$ cat src/rtl/i2s_ctrl_pkg.sv
// Shared state encodings and gain constants for the I2S chain sequencer.
package i2s_ctrl_pkg;

   localparam int unsigned GAIN_W   = 4;
   localparam int unsigned STATE_W  = 3;
   localparam int unsigned SW_W     = 8;

   localparam logic [GAIN_W-1:0] GAIN_MAX  = '1;
   localparam logic [GAIN_W-1:0] GAIN_ZERO = '0;
   localparam logic [GAIN_W-1:0] GAIN_ONE  = GAIN_W'(1);

   // Sequencer states; encodings are visible on the debug LEDs.
   localparam logic [STATE_W-1:0] ST_HOLD      = 3'd0;
   localparam logic [STATE_W-1:0] ST_RAMP_UP   = 3'd1;
   localparam logic [STATE_W-1:0] ST_RUN       = 3'd2;
   localparam logic [STATE_W-1:0] ST_RAMP_DOWN = 3'd3;
   localparam logic [STATE_W-1:0] ST_APPLY     = 3'd4;

endpackage

$ cat src/rtl/i2s_frame_monitor.sv
// Word-select frame qualifier: ws falling-edge tick, frame length check, first-tick flag.
module i2s_frame_monitor #(
   parameter int unsigned WIDTH = 16
) (
   input  logic clk,
   input  logic rst_n,
   input  logic ws_i,
   output logic tick_c,
   output logic good_c,
   output logic bad_c,
   output logic seen
);

   localparam int unsigned LEN_SAT  = 2 * WIDTH + 1;
   localparam int unsigned LEN_GOOD = 2 * WIDTH - 1;
   localparam int unsigned LEN_W    = $clog2(LEN_SAT + 1);

   logic             ws_q;
   logic [LEN_W-1:0] len_cnt;

   assign tick_c = ws_q & ~ws_i;
   assign good_c = tick_c & seen & (len_cnt == LEN_W'(LEN_GOOD));
   assign bad_c  = tick_c & ~good_c & seen;

   // Edge register, saturating frame length counter and first-tick flag.
   always_ff @(posedge clk) begin
      if (!rst_n) begin
         ws_q    <= 1'b0;
         len_cnt <= '0;
         seen    <= 1'b0;
      end else begin
         ws_q <= ws_i;
         if (tick_c) begin
            len_cnt <= '0;
            seen    <= 1'b1;
         end else if (len_cnt != LEN_W'(LEN_SAT)) begin
            len_cnt <= len_cnt + LEN_W'(1);
         end
      end
   end

endmodule

$ cat src/rtl/i2s_chain_ctrl.sv
// Sequencer for the I2S rx -> DSP -> tx chain: link lock, switch debounce,
// click-free settings changes via a gain ramp, and restart on faults.
module i2s_chain_ctrl
   import i2s_ctrl_pkg::*;
#(
   parameter int unsigned WIDTH         = 16,
   parameter int unsigned LOCK_FRAMES   = 8,
   parameter int unsigned STABLE_FRAMES = 4
) (
   input  logic              sclk_i,
   input  logic              rst_n_i,
   input  logic              ws_i,
   input  logic [3:0]        freqSetting_i,
   input  logic [3:0]        scaleFactor_i,
   input  logic              errorLED_i,
   output logic [3:0]        freqSetting_o,
   output logic [3:0]        scaleFactor_o,
   output logic              dspRst_n_o,
   output logic [GAIN_W-1:0] gain_o,
   output logic              locked_o,
   output logic [2:0]        state_o
);

   localparam int unsigned LOCK_W = $clog2(LOCK_FRAMES + 1);
   localparam int unsigned ST_W   = $clog2(STABLE_FRAMES + 1);

   logic tick_c;
   logic good_c;
   logic bad_c;
   logic seen;

   logic [SW_W-1:0]    sync1_q;
   logic [SW_W-1:0]    sync2_q;
   logic [ST_W-1:0]    st_cnt_q;
   logic               req_c;
   logic               fault_c;

   logic [STATE_W-1:0] state_q,     state_d;
   logic [GAIN_W-1:0]  gain_q,      gain_d;
   logic [LOCK_W-1:0]  lock_cnt_q,  lock_cnt_d;
   logic [SW_W-1:0]    applied_q,   applied_d;
   logic               dsp_rst_n_q, dsp_rst_n_d;
   logic               locked_q;

   i2s_frame_monitor #(
      .WIDTH (WIDTH)
   ) u_frame_monitor (
      .clk    (sclk_i),
      .rst_n  (rst_n_i),
      .ws_i   (ws_i),
      .tick_c (tick_c),
      .good_c (good_c),
      .bad_c  (bad_c),
      .seen   (seen)
   );

   // Two-stage synchroniser and stability counter for the settings switches.
   always_ff @(posedge sclk_i) begin
      if (!rst_n_i) begin
         sync1_q  <= '0;
         sync2_q  <= '0;
         st_cnt_q <= '0;
      end else begin
         sync1_q <= {freqSetting_i, scaleFactor_i};
         sync2_q <= sync1_q;
         if (sync1_q != sync2_q) begin
            st_cnt_q <= '0;
         end else if (tick_c && (st_cnt_q != ST_W'(STABLE_FRAMES))) begin
            st_cnt_q <= st_cnt_q + ST_W'(1);
         end
      end
   end

   assign req_c   = (st_cnt_q == ST_W'(STABLE_FRAMES)) && (sync2_q != applied_q);
   assign fault_c = errorLED_i | bad_c;

   // Next-state and next-output logic; a fault outside HOLD overrides everything.
   always_comb begin
      state_d     = state_q;
      gain_d      = gain_q;
      lock_cnt_d  = lock_cnt_q;
      applied_d   = applied_q;
      dsp_rst_n_d = dsp_rst_n_q;

      case (state_q)
         ST_HOLD: begin
            gain_d      = GAIN_ZERO;
            dsp_rst_n_d = 1'b0;
            if (bad_c || (tick_c && !seen)) begin
               lock_cnt_d = '0;
            end else if (good_c) begin
               if (lock_cnt_q == LOCK_W'(LOCK_FRAMES - 1)) begin
                  state_d     = ST_RAMP_UP;
                  dsp_rst_n_d = 1'b1;
                  applied_d   = sync2_q;
                  lock_cnt_d  = '0;
               end else begin
                  lock_cnt_d = lock_cnt_q + LOCK_W'(1);
               end
            end
         end
         ST_RAMP_UP: begin
            if (gain_q == GAIN_MAX) begin
               state_d = ST_RUN;
            end else if (tick_c) begin
               gain_d = gain_q + GAIN_ONE;
               if (gain_q == GAIN_MAX - GAIN_ONE) begin
                  state_d = ST_RUN;
               end
            end
         end
         ST_RUN: begin
            gain_d = GAIN_MAX;
            if (req_c) begin
               state_d = ST_RAMP_DOWN;
            end
         end
         ST_RAMP_DOWN: begin
            if (gain_q == GAIN_ZERO) begin
               state_d   = ST_APPLY;
               applied_d = sync2_q;
            end else if (tick_c) begin
               gain_d = gain_q - GAIN_ONE;
               if (gain_q == GAIN_ONE) begin
                  state_d   = ST_APPLY;
                  applied_d = sync2_q;
               end
            end
         end
         ST_APPLY: begin
            gain_d = GAIN_ZERO;
            if (tick_c) begin
               state_d = ST_RAMP_UP;
            end
         end
         default: begin
            state_d     = ST_HOLD;
            gain_d      = GAIN_ZERO;
            dsp_rst_n_d = 1'b0;
            lock_cnt_d  = '0;
         end
      endcase

      if ((state_q != ST_HOLD) && fault_c) begin
         state_d     = ST_HOLD;
         gain_d      = GAIN_ZERO;
         dsp_rst_n_d = 1'b0;
         lock_cnt_d  = '0;
      end
   end

   // Sequencer state and registered outputs.
   always_ff @(posedge sclk_i) begin
      if (!rst_n_i) begin
         state_q     <= ST_HOLD;
         gain_q      <= GAIN_ZERO;
         lock_cnt_q  <= '0;
         applied_q   <= '0;
         dsp_rst_n_q <= 1'b0;
         locked_q    <= 1'b0;
      end else begin
         state_q     <= state_d;
         gain_q      <= gain_d;
         lock_cnt_q  <= lock_cnt_d;
         applied_q   <= applied_d;
         dsp_rst_n_q <= dsp_rst_n_d;
         locked_q    <= (state_d != ST_HOLD);
      end
   end

   assign freqSetting_o = applied_q[7:4];
   assign scaleFactor_o = applied_q[3:0];
   assign dspRst_n_o    = dsp_rst_n_q;
   assign gain_o        = gain_q;
   assign locked_o      = locked_q;
   assign state_o       = state_q;

endmodule

$ cat config.mk
export PLATFORM = sky130hd
export DESIGN_NAME = i2s_chain_ctrl
export DESIGN_NICKNAME = d
export VERILOG_FILES = /design/src/rtl/i2s_ctrl_pkg.sv /design/src/rtl/i2s_frame_monitor.sv /design/src/rtl/i2s_chain_ctrl.sv
export SDC_FILE = /design/constraint.sdc
export NUM_CORES = 1
export LEC_CHECK = 0
export BUFFER_PORTS_ARGS = -buffer_cell sky130_fd_sc_hd__buf_2
export CAP_MARGIN = 10
export CORE_ASPECT_RATIO = 0.6
export CORE_MARGIN = 1.5
export CORE_UTILIZATION = 52
export CTS_CLUSTER_DIAMETER = 200
export DETAILED_ROUTE_END_ITERATION = 7
export PLACE_DENSITY = 0.76
export SYNTH_ARGS = -nofsm -noshare
export SYNTH_HDL_FRONTEND = slang
export SYNTH_HIERARCHICAL = 1
export SYNTH_SLANG_ARGS = --single-unit
$ cat constraint.sdc
create_clock -name sclk_i -period 3.2 [get_ports sclk_i]
set_input_delay 0.32 -clock sclk_i [delete_from_list [all_inputs] [get_ports sclk_i]]
set_output_delay 0.32 -clock sclk_i [all_outputs]
set_load 0.005 [all_outputs]
# Word-level counts from Yosys, hierarchy flattened
# Cells that the tools add are included.
[totals] elab_cells=102 reg_bits=48 out_inout_bits=17
[classes] n_addsub=5 n_mux=33 bitwise=10 n_eq_ne=24 n_reduce_logical=18
[ops] op="$mux W8" n=6
[ops] op="$mux W3" n=12
[ops] op="$mux W4" n=7
[ops] op="$ne A8 B8 Y1" n=2
[ops] op="$pmux W8 S2" n=1
[ops] op="$pmux W3 S5" n=1
[ops] op="$ne A2 B2 Y1 const B" n=6
[ops] op="$pmux W4 S3" n=1
[ops] op="$ne A3 B3 Y1 const B" n=3
[ops] op="$add A4 B1 Y4 const B" n=2
[ops] op="$eq A4 B4 Y1 const B" n=2
[ops] op="$pmux W4 S2" n=1
[ops] op="$add A6 B1 Y6 const B" n=1
[ops] op="$eq A3 B2 Y1 const B" n=2
[ops] op="$eq A3 B3 Y1 const B" n=2
[ops] op="$eq A6 B5 Y1 const B" n=1
[ops] op="$ne A6 B6 Y1 const B" n=1
[ops] op="$reduce_and A6 Y1" n=1
[ops] op="$reduce_bool A3 Y1" n=2
[ops] op="$reduce_or A2 Y1" n=3
[ops] op="$and A1 B1 Y1" n=5
[ops] op="$eq A4 B1 Y1 const B" n=1
[ops] op="$eq A4 B3 Y1 const B" n=1
[ops] op="$logic_and A1 B1 Y1" n=4
[ops] op="other kinds (17)" n=22

# Depth between registers and ports, before layout
# Gate-level depths: netlist of run 1.
[logic_depth] ltp_word=12 depth_mapped=10

# Cells and area by module
# The synthesis of run 1 kept the hierarchy.
[modules_own_cells] mod="i2s_chain_ctrl" area_per_inst_um2=1961.9 instances=1 cells_each=204
[modules_own_cells] mod="i2s_frame_monitor" area_per_inst_um2=390.4 instances=1 cells_each=40

# Worst setup path before layout of run 1
# Ideal clock, no wire load.
[synth_path] path_kind="flip-flop to flip-flop" start="reg u_frame_monitor.len_cnt[0]" end="reg applied_q[0]" synth_period_minus_slack_ns=2.220 t_arrival_ns=2.104 setup_slack_ns=0.980 stages_incl_launch_ff=11 path_cell_list="dfxtp_1 > ha_1 > nand2_1 > nor3_1 > nor2_1 > or4_4 > nor2_4 > a32o_1 > buf_6 > mux2i_1 > nor2b_1"
[synth_via] elab_chain_len=8 word_cells_on_any_way=9 cone_classes="3 x eq/ne; 4 x bitwise; 2 x reduce/logical"
[synth_rtl] item="start, declared" line="i2s_frame_monitor.sv:19" text="logic [LEN_W-1:0] len_cnt;"
[synth_rtl] item="start signal, assigned" line="i2s_frame_monitor.sv:37" text="len_cnt <= len_cnt + LEN_W'(1);"
[synth_rtl] item="$eq A6 B5 Y1" line="i2s_frame_monitor.sv:22" text="assign good_c = tick_c & seen & (len_cnt == LEN_W'(LEN_GOOD));"
[synth_rtl] item="$and A1 B1 Y1" line="i2s_frame_monitor.sv:22"
[synth_rtl] item="$not A1 Y1" line="i2s_frame_monitor.sv:23" text="assign bad_c = tick_c & ~good_c & seen;"
[synth_rtl] item="$and A1 B1 Y1 (2 in series)" line="i2s_frame_monitor.sv:23"
[synth_rtl] item="net bad_c" line="i2s_chain_ctrl.sv:29" text="logic bad_c;"
[synth_rtl] item="$logic_or A1 B1 Y1" line="i2s_chain_ctrl.sv:89" text="if (bad_c || (tick_c && !seen)) begin"
[synth_rtl] item="$ne A2 B2 Y1 (no line)"
[synth_rtl] item="$reduce_and A6 Y1 (no line)"
[synth_rtl] item="end signal, assigned" line="i2s_chain_ctrl.sv:165" text="applied_q <= applied_d;"
[synth_rtl] item="end, declared" line="i2s_chain_ctrl.sv:41" text="logic [SW_W-1:0] applied_q, applied_d;"
# The timed path passes the listed nets, and every way through them passes these cells.
# A chain may end at the register's enable or synchronous reset.

# Worst setup path after layout of run 1
[layout_path] start="reg u_frame_monitor.len_cnt[0]" end="reg applied_q[7]"
# The elaborated chain is that of the path after synthesis.

==> impl_metrics.env, run 1 <==
export IMPL_detail_route_wirelength_um=4460
export IMPL_io_pins=29
export IMPL_worst_hold_depth=2
export IMPL_static_leakage_power_nw=1.01
export IMPL_grt_busiest_layer="met2"
export IMPL_grtUsageMet2=0.289
export IMPL_floorplan_die_area_sq_um=4950
export IMPL_drt_vias_per_instance=5.24
export IMPL_run_status="finished, final reports clean"
export IMPL_sw_frac_of_total=0.213
export IMPL_postSynthCellCount=244
export IMPL_antenna_cells=0
export IMPL_tritoncts_num_buffers=5
export IMPL_yosys_area_share_xor_xnor=0.0819
export IMPL_path_clk_slew_ns=0.09
export IMPL_final_setup_tns_ns=0
export IMPL_internal_power_uw=877
export IMPL_timing_critical_path_to_type="flop"
export IMPL_place_congestion=0.828
export IMPL_total_switching_power_uw=238
export IMPL_final_antenna_net_count=0
export IMPL_synth_avg_cell_area_sq_um=9.64
export IMPL_global_route_total_usage_across_every_layer=0.183
export IMPL_ff_latch_area_sq_um=961
export IMPL_drv_slew=0
export IMPL_tightest_slew_ns=0.597
export IMPL_postCtsHoldBufs=0
export IMPL_holdPathEnd="sync1_q[0]$_SDFF_PN0_"
export IMPL_hold_viol_final=0
export IMPL_final_min_period_over_clock_period=0.832
export IMPL_cellPowerDensity_nw_per_um2=427
export IMPL_drt_pass1_iterations=4
export IMPL_timing_reg2reg_setup_slack_ns=0.54
export IMPL_worst_reg2reg_path_depth=9
export IMPL_routed_via_count=1741
export IMPL_worst_path_cell_trace="ha_1 > nand2_1 > nor3_1 > nor2_1 > or4_4 > nor2_4 > a32o_1 > mux2i_1 > nor2b_1"
export IMPL_pin_count_of_the_biggest_net_entering_global_routing=31
export IMPL_share_seq_of_total_power=0.561
export IMPL_first_iter_violations=78
export IMPL_ctsHtreeMaxLevel=2
export IMPL_timing_critical_path_from_type="flop"
export IMPL_cts_sink_count=48
export IMPL_power_clock_fraction=0.378
export IMPL_grt_pass1_vias=1518
export IMPL_critical_path_slowest_cell="or4_4"
export IMPL_grt_pass1_wl_um=7060
export IMPL_cts_buffer_depth=2
export IMPL_total_power_mw=1.11
export IMPL_async_flop_share=0
export IMPL_fin_skew_ns=0.00767
export IMPL_max_vdd_ir_drop_mv=0.262
export IMPL_holdCritPathClass="primary input to flop"
export IMPL_yosysSeqAreaShare=0.409
export IMPL_synth_top_flop_cell="dfxtp_1"
export IMPL_layout_drive_gt1_share=0.180
export IMPL_layout_nets=292
export IMPL_synth_ff_latch_count=48
export IMPL_yosys_warnings=6
export IMPL_synth_fp_nets=265
export IMPL_hold_start="scaleFactor_i[0]"
export IMPL_timing_final_crit_period_ns=2.66
export IMPL_worst_ep_arrival_time_ns=2.85
export IMPL_port_buffers=28
export IMPL_grt_antenna_before_repair=0
export IMPL_floorplan_die_width_um=89.8
export IMPL_grt_overflow=0
export IMPL_synth_edff_count=0
export IMPL_leading_cell_types_in_the_layout_fill_and_taps_excluded="48 x dfxtp_1, 28 x buf_2, 18 x and2_1"
export IMPL_detailed_route_drc_error_count=0
export IMPL_use_met3=0.0505
export IMPL_worst_setup_path_type="flop to flop"
export IMPL_maxClockFrequency_mhz=375
export IMPL_grt_met1_usage=0.253
export IMPL_cpPeakStageDelay_ns=0.58
export IMPL_design_core_area_sq_um=4230
export IMPL_cp_required_ns=3.39
export IMPL_floorplan_die_height_um=55.1
export IMPL_crit_fanout=8
export IMPL_synth_compound_area_frac=0.130
export IMPL_slew_headroom=0.601
export IMPL_worstReg2RegStart="u_frame_monitor/len_cnt[0]$_SDFFE_PP0P_"
export IMPL_dpl_hpwl_um=3240
export IMPL_postCtsSetupBuffers=0
export IMPL_syn2layout_area_growth_pct=11.1
export IMPL_clk_insertion_delay_late_ns=0.30
export IMPL_multi_input_area_sq_um=1290
export IMPL_finalHoldWorstSlack_ns=0.221
export IMPL_clock_root_buffer="clkbuf_8"
export IMPL_r2r_end="applied_q[7]$_SDFFE_PN0P_"
export IMPL_finalSetupViolations=0
export IMPL_fill_cells=394
export IMPL_timing_final_ws_setup_ns=0.536
export IMPL_synth_adder_area_share=0.0479
export IMPL_max_cap_viol_count=0
export IMPL_combPwrFrac=0.060
export IMPL_fp_row_count=18
export IMPL_tritoncts_clock_tree="done"
export IMPL_synth_top_family_by_area="simple AND/OR/NAND/NOR gates"
export IMPL_post_cts_resized_instances=0
export IMPL_initial_utilization=0.556
export IMPL_synthSimpleGateAreaFrac=0.249
export IMPL_synth_cell_area_sq_um=2350
export IMPL_post_synth_num_cell_types=56
export IMPL_worst_slack_at_placement_ns=0.543
export IMPL_muxShareOfSynthArea=0.0383
export IMPL_wl_per_cell_um=13.4
export IMPL_most_common_library_cell_in_the_layout_ignoring_fill_and_taps="dfxtp_1"
export IMPL_rsz0062_at_grt="false"
worst max-delay path by stage:
stage	start	to	cells past startpoint	slack, ns
after global routing	u_frame_monitor/len_cnt[0]$_SDFFE_PP0P_	applied_q[1]$_SDFFE_PN0P_	9	0.29
after global placement	u_frame_monitor/len_cnt[0]$_SDFFE_PP0P_	applied_q[6]$_SDFFE_PN0P_	9	0.67
after CTS	u_frame_monitor/len_cnt[0]$_SDFFE_PP0P_	applied_q[7]$_SDFFE_PN0P_	9	0.54
final	u_frame_monitor/len_cnt[0]$_SDFFE_PP0P_	applied_q[7]$_SDFFE_PN0P_	9	0.54
after floorplan	u_frame_monitor/len_cnt[0]$_SDFFE_PP0P_	applied_q[0]$_SDFFE_PN0P_	10	0.98
after detailed placement	u_frame_monitor/len_cnt[0]$_SDFFE_PP0P_	applied_q[7]$_SDFFE_PN0P_	9	0.54
metal layers:
| metal | wire length, um | share of wire |
|---|---|---|
| met1 | 2440 | 0.55 |
| met2 | 1790 | 0.40 |
| met3 | 200 | 0.045 |
| met4 | 29 | 0.0065 |
| met5 | 0 | 0 |
registers in the layout (all words and copies together), names as in the netlist:
name / count
applied_q: 8
dspRst_n_o: 1
gain_o: 4
lock_cnt_q: 4
locked_o: 1
st_cnt_q: 3
state_o: 3
sync1_q: 8
sync2_q: 8
u_frame_monitor/len_cnt: 6
u_frame_monitor/seen: 1
u_frame_monitor/ws_q: 1
through the flow:
| stage | cells | utilization | instance area, sq um |
|---|---|---|---|
| 3_3_place_gp | 324 | 0.592 | 2510 |
| 2_1_floorplan | 244 | - | 2350 |
| 4_1_cts | 332 | 0.617 | 2610 |
| 3_5_place_dp | 324 | 0.592 | 2510 |
| 6_report | 332 | 0.617 | 2610 |
| 5_1_grt | 332 | 0.617 | 2610 |
power by group through the flow:
stage / logic, mW / registers [mW] / clock network, mW
after global routing: 0.0747 / 0.628 / 0.457
after CTS: 0.0675 / 0.626 / 0.429
after global placement: 0.0658 / 0.639 / 0
after floorplan: 0.0504 / 0.637 / 0
after detailed placement: 0.0674 / 0.640 / 0
final: 0.0671 / 0.626 / 0.422
kinds of logic after synthesis:
family | Yosys count
mux | 9
xor+xnor | 22
flops | 48
fa+ha+maj | 9
buf+inv | 18
simple gates | 96
compound gates | 42
worst max-delay path: cells and delay by family (launching register included):
kind / cells / cell delay [ns]
fa+ha+maj: 1 / 0.25
mux: 1 / 0.24
simple gates: 6 / 1.20
flops: 1 / 0.41
compound gates: 1 / 0.47
Yosys cell counts (3+ instances only):
cell type | instances | share of area
dfxtp_1 | 48 | 0.41
and2_1 | 18 | 0.048
a21oi_1 | 13 | 0.028
nor2_1 | 13 | 0.021
nor3_1 | 12 | 0.026
xnor2_1 | 12 | 0.045
nand2_1 | 11 | 0.018
xor2_1 | 10 | 0.037
ha_1 | 9 | 0.048
inv_1 | 9 | 0.014
mux2i_1 | 9 | 0.038
nor2b_1 | 9 | 0.024
nand3_1 | 7 | 0.015
buf_6 | 4 | 0.019
o21ai_0 | 4 | 0.0085
clkbuf_1 | 3 | 0.0048
nand4_1 | 3 | 0.0080
or3_1 | 3 | 0.0080
layout make-up:
type	instances	share of cell area
Multi-Input combinational cell	178	0.493
Sequential cell	48	0.368
Timing Repair Buffer	29	0.0565
Tap cell	60	0.0287
Clock buffer	6	0.0278
Clock inverter	2	0.0134
Inverter	9	0.0129
No activity file was read; power rests on OpenSTA's default activity.
==> inputs of run 2 (changes only) <==
==> constraint.sdc (replaced) <==
create_clock -name sclk_i -period 2.8 [get_ports sclk_i]
set_input_delay 0.28 -clock sclk_i [delete_from_list [all_inputs] [get_ports sclk_i]]
set_output_delay 0.28 -clock sclk_i [all_outputs]
set_load 0.005 [all_outputs]
==> impl_metrics.env, run 2 (synthesized netlist as in run 1, its figures left out) <==
export IMPL_holdPathEnd="sync1_q[4]$_SDFF_PN0_"
export IMPL_run_status="finished, final reports clean"
export IMPL_first_iter_violations=69
export IMPL_cellPowerDensity_nw_per_um2=468
export IMPL_static_leakage_power_nw=1.01
export IMPL_leading_cell_types_in_the_layout_fill_and_taps_excluded="48 x dfxtp_1, 28 x buf_2, 18 x and2_1"
export IMPL_max_cap_viol_count=0
export IMPL_floorplan_die_height_um=55.1
export IMPL_tritoncts_clock_tree="done"
export IMPL_antenna_cells=0
export IMPL_routed_via_count=1750
export IMPL_share_seq_of_total_power=0.587
export IMPL_worst_reg2reg_path_depth=9
export IMPL_worst_ep_arrival_time_ns=2.68
export IMPL_cp_required_ns=3.00
export IMPL_r2r_end="applied_q[1]$_SDFFE_PN0P_"
export IMPL_timing_critical_path_to_type="flop"
export IMPL_drt_vias_per_instance=5.27
export IMPL_drt_pass1_iterations=4
export IMPL_cts_buffer_depth=2
export IMPL_sw_frac_of_total=0.244
export IMPL_crit_fanout=8
export IMPL_worst_hold_depth=2
export IMPL_hold_start="freqSetting_i[0]"
export IMPL_initial_utilization=0.556
export IMPL_io_pins=29
export IMPL_tritoncts_num_buffers=5
export IMPL_grt_overflow=0
export IMPL_syn2layout_area_growth_pct=10.6
export IMPL_global_route_total_usage_across_every_layer=0.186
export IMPL_detailed_route_drc_error_count=0
export IMPL_maxClockFrequency_mhz=403
export IMPL_clk_insertion_delay_late_ns=0.30
export IMPL_pin_count_of_the_biggest_net_entering_global_routing=31
export IMPL_fp_row_count=18
export IMPL_fin_skew_ns=0.00460
export IMPL_clock_root_buffer="clkbuf_8"
export IMPL_finalSetupViolations=0
export IMPL_internal_power_uw=921
export IMPL_cts_sink_count=48
export IMPL_power_clock_fraction=0.350
export IMPL_total_switching_power_uw=297
export IMPL_timing_final_crit_period_ns=2.48
export IMPL_postCtsSetupBuffers=0
export IMPL_timing_reg2reg_setup_slack_ns=0.32
export IMPL_design_area_sq_um=2600
export IMPL_total_cell_area_at_the_placement_stage_sq_um=2510
export IMPL_layout_nets=292
export IMPL_ctsHtreeMaxLevel=2
export IMPL_design_core_area_sq_um=4230
export IMPL_floorplan_die_width_um=89.8
export IMPL_slew_headroom=0.612
export IMPL_tightest_slew_ns=0.581
export IMPL_dpl_hpwl_um=3190
export IMPL_worstReg2RegStart="u_frame_monitor/len_cnt[0]$_SDFFE_PP0P_"
export IMPL_layout_drive_gt1_share=0.188
export IMPL_final_antenna_net_count=0
export IMPL_most_common_library_cell_in_the_layout_ignoring_fill_and_taps="dfxtp_1"
export IMPL_path_clk_slew_ns=0.09
export IMPL_largestRegisters="applied_q x8, sync1_q x8, sync2_q x8"
export IMPL_wl_per_cell_um=13.0
export IMPL_combPwrFrac=0.063
export IMPL_port_buffers=28
export IMPL_final_setup_tns_ns=0
export IMPL_drv_slew=0
export IMPL_timing_critical_path_from_type="flop"
export IMPL_place_congestion=0.796
export IMPL_grt_antenna_before_repair=0
export IMPL_holdCritPathClass="primary input to flop"
export IMPL_grt_pass1_wl_um=7160
export IMPL_floorplan_die_area_sq_um=4950
export IMPL_worst_setup_path_type="flop to flop"
export IMPL_final_min_period_over_clock_period=0.886
export IMPL_hold_viol_final=0
export IMPL_detail_route_wirelength_um=4320
export IMPL_grt_pass1_vias=1549
export IMPL_rsz0062_at_grt="false"
export IMPL_max_vdd_ir_drop_mv=0.264
run 2: cell types whose count changed in the layout (fill, tap and decap cells not counted), sizes merged:
cell	before	now
inv	9	11
bufinv	1	0
clkbuf	6	5
run 2: area by class of cell:
| type | instances | area, sq um |
|---|---|---|
| clock inverter | 3 | 26.3 |
| fill | 398 | 1630 |
| sequential | 48 | 961 |
| inverter | 9 | 33.8 |
| tap | 60 | 75.1 |
| timing repair buffer | 29 | 148 |
| multi-input combinational | 178 | 1290 |
| clock buffer | 5 | 68.8 |
run 2: stage by stage:
step	util	worst slack [ns]	total power, mW	instances	hold WS (ns)
after detailed placement	0.592	0.185	0.808	324	0.463
after CTS	0.614	0.161	1.23	332	0.166
final	0.615	0.320	1.22	332	0.174
after floorplan	-	0.580	0.785	244	0.398
after global routing	0.615	0.116	1.28	332	0.161
after global placement	0.592	0.276	0.805	324	0.464
run 2: worst max-delay path by stage:
| stage | startpoint | endpoint | slack (ns) | cells after the start |
|---|---|---|---|---|
| floorplan | u_frame_monitor/len_cnt[0]$_SDFFE_PP0P_ | applied_q[0]$_SDFFE_PN0P_ | 0.58 | 10 |
| CTS | u_frame_monitor/len_cnt[0]$_SDFFE_PP0P_ | applied_q[1]$_SDFFE_PN0P_ | 0.16 | 9 |
| detailed placement | u_frame_monitor/len_cnt[0]$_SDFFE_PP0P_ | applied_q[5]$_SDFFE_PN0P_ | 0.18 | 9 |
| global placement | u_frame_monitor/len_cnt[0]$_SDFFE_PP0P_ | applied_q[0]$_SDFFE_PN0P_ | 0.28 | 9 |
| finish | u_frame_monitor/len_cnt[0]$_SDFFE_PP0P_ | applied_q[1]$_SDFFE_PN0P_ | 0.32 | 9 |
| global route | u_frame_monitor/len_cnt[0]$_SDFFE_PP0P_ | applied_q[5]$_SDFFE_PN0P_ | 0.12 | 9 |
run 2: critical path: stages (launching register included):
cell	delay (ns)
dfxtp_1	0.40
ha_1	0.24
nand2_1	0.07
nor3_1	0.22
nor2_1	0.10
or4_4	0.58
nor2_4	0.16
a32o_2	0.33
mux2i_1	0.23
nor2b_1	0.06
run 2: repair_timing:
action,4_1_cts,5_1_grt
hold buffers,0,0
gates resized for setup,0,1
setup endpoints to repair,0,3
run 2: power groups by stage:
stage	registers (mW)	logic [mW]	clock network, mW
2_1_floorplan	0.727	0.0576	0
4_1_cts	0.715	0.0776	0.440
3_5_place_dp	0.731	0.0769	0
5_1_grt	0.718	0.0857	0.476
6_report	0.715	0.0770	0.427
3_3_place_gp	0.730	0.0750	0
run 2: routing by layer:
| layer | track usage | part of all wire | up-vias | routed length [um] |
|---|---|---|---|---|
| li1 | - | - | 913 | - |
| met1 | 0.254 | 0.54 | 798 | 2330 |
| met2 | 0.295 | 0.41 | 35 | 1770 |
| met3 | 0.0478 | 0.043 | 4 | 185 |
| met4 | 0.0556 | 0.0070 | 0 | 30 |
| met5 | 0 | 0 | - | 0 |
==> inputs of run 3 (changes only) <==
--- a/config.mk
+++ b/config.mk
@@ -13,6 +13,7 @@
 export CTS_CLUSTER_DIAMETER = 200
 export DETAILED_ROUTE_END_ITERATION = 7
 export PLACE_DENSITY = 0.76
+export RECOVER_POWER = 50
 export SYNTH_ARGS = -nofsm -noshare
 export SYNTH_HDL_FRONTEND = slang
 export SYNTH_HIERARCHICAL = 1
==> impl_metrics.env, run 3 (synthesized netlist as in run 1, its figures left out) <==
export IMPL_cts_sink_count=48
export IMPL_static_leakage_power_nw=0.986
export IMPL_worst_setup_path_type="flop to flop"
export IMPL_slew_headroom=0.384
export IMPL_layout_drive_gt1_share=0.169
export IMPL_tritoncts_num_buffers=5
export IMPL_tightest_slew_ns=0.924
export IMPL_wl_per_cell_um=13.0
export IMPL_finalSetupViolations=0
export IMPL_global_route_total_usage_across_every_layer=0.186
export IMPL_postCtsHoldBufs=0
export IMPL_final_antenna_net_count=0
export IMPL_crit_fanout=8
export IMPL_path_clk_slew_ns=0.09
export IMPL_pin_count_of_the_biggest_net_entering_global_routing=31
export IMPL_critical_path_slowest_cell="or4_4"
export IMPL_floorplan_die_area_sq_um=4950
export IMPL_clock_root_buffer="clkbuf_8"
export IMPL_cpPeakStageDelay_ns=0.58
export IMPL_grt_overflow=0
export IMPL_rsz0062_at_grt="false"
export IMPL_fill_cells=400
export IMPL_fin_skew_ns=0.00435
export IMPL_cellPowerDensity_nw_per_um2=469
export IMPL_drt_vias_per_instance=5.28
export IMPL_port_buffers=28
export IMPL_worst_path_cell_trace="ha_1 > nand2_1 > nor3_1 > nor2_1 > or4_4 > nor2_4 > a32o_2 > mux2i_1 > nor2b_1"
export IMPL_grt_pass1_vias=1549
export IMPL_max_vdd_ir_drop_mv=0.264
export IMPL_worst_ep_arrival_time_ns=2.68
export IMPL_routed_via_count=1752
export IMPL_syn2layout_area_growth_pct=10.2
export IMPL_design_core_area_sq_um=4230
export IMPL_tritoncts_clock_tree="done"
export IMPL_max_cap_viol_count=0
export IMPL_run_status="finished, final reports clean"
export IMPL_final_min_period_over_clock_period=0.886
export IMPL_leading_cell_types_in_the_layout_fill_and_taps_excluded="48 x dfxtp_1, 24 x buf_2, 13 x nor2_1, 13 x a21oi_1"
export IMPL_finalHoldWorstSlack_ns=0.177
export IMPL_drv_slew=0
export IMPL_io_pins=29
export IMPL_timing_critical_path_from_type="flop"
export IMPL_floorplan_die_width_um=89.8
export IMPL_multi_input_area_sq_um=1280
export IMPL_ff_latch_area_sq_um=961
export IMPL_initial_utilization=0.556
export IMPL_holdCritPathClass="primary input to flop"
export IMPL_grt_antenna_before_repair=0
export IMPL_floorplan_die_height_um=55.1
export IMPL_layout_nets=292
export IMPL_hold_viol_final=0
export IMPL_grt_pass1_wl_um=7160
export IMPL_timing_final_crit_period_ns=2.48
export IMPL_first_iter_violations=49
export IMPL_place_congestion=0.796
export IMPL_detailed_route_drc_error_count=0
export IMPL_antenna_cells=0
export IMPL_timing_critical_path_to_type="flop"
export IMPL_maxClockFrequency_mhz=403
export IMPL_ctsHtreeMaxLevel=2
export IMPL_dpl_hpwl_um=3190
export IMPL_cts_buffer_depth=2
export IMPL_most_common_library_cell_in_the_layout_ignoring_fill_and_taps="dfxtp_1"
export IMPL_detail_route_wirelength_um=4310
export IMPL_drt_pass1_iterations=4
export IMPL_cp_required_ns=3.00
export IMPL_largestRegisters="applied_q x8, sync1_q x8, sync2_q x8"
export IMPL_fp_row_count=18
export IMPL_clk_insertion_delay_late_ns=0.30
export IMPL_final_setup_tns_ns=0
[run 3: changes by cell type in the layout (fill, tap and decap cells not counted)]
| cell | previous run | this run |
|---|---|---|
| clkbuf_1 | 0 | 4 |
| and2_0 | 0 | 7 |
| nor3b_1 | 0 | 1 |
| and2_1 | 18 | 11 |
| buf_2 | 28 | 24 |
| nor3b_2 | 1 | 0 |
[run 3: cell type report]
class | instances | area share
tap | 60 | 0.0290
clock buffer | 5 | 0.0265
multi-input combinational | 178 | 0.496
inverter | 9 | 0.0130
clock inverter | 3 | 0.0101
sequential | 48 | 0.371
timing repair buffer | 29 | 0.0550
[run 3: critical path, delay by kind of cell, from the launching register on]
family          cells  cell delay (ns)
flops               1             0.40
fa+ha+maj           1             0.24
simple gates        6             1.19
compound gates      1             0.33
mux                 1             0.23
[run 3: repair_timing]
| action | in CTS | in global routing |
|---|---|---|
| setup buffers | 0 | 0 |
| endpoints found under the setup margin | 0 | 3 |
| resized for setup | 0 | 1 |
[run 3: through the flow]
step	total power [mW]	utilization	instance area [sq um]	instances	worst slack, ns
floorplan	0.785	-	2350	244	0.580
global placement	0.805	0.592	2510	324	0.276
detailed placement	0.808	0.592	2510	324	0.185
CTS	1.23	0.614	2600	332	0.161
global route	1.28	0.612	2590	332	0.116
finish	1.22	0.612	2590	332	0.320
[run 3: final timing paths]
path	start	end	slack, ns	cells past startpoint
hold reg to reg	lock_cnt_q[1]$_SDFFE_PP0P_	lock_cnt_q[1]$_SDFFE_PP0P_	0.48	2
setup / recovery	u_frame_monitor/len_cnt[0]$_SDFFE_PP0P_	applied_q[1]$_SDFFE_PN0P_	0.32	9
hold / removal	freqSetting_i[0]	sync1_q[4]$_SDFF_PN0_	0.18	2
setup reg to reg	u_frame_monitor/len_cnt[0]$_SDFFE_PP0P_	applied_q[1]$_SDFFE_PN0P_	0.32	9
[run 3: layer usage]
layer	vias to the layer above	track usage	wire [um]
li1	912	-	-
met1	800	0.254	2320
met2	36	0.295	1760
met3	4	0.0478	196
met4	0	0.0556	25
met5	-	0	0
[run 3: where the power goes]
group          total [mW]  internal, mW  switching [mW]
Combinational      0.0761        0.0372          0.0389
Clock               0.425         0.184           0.241
Sequential          0.715         0.699          0.0154
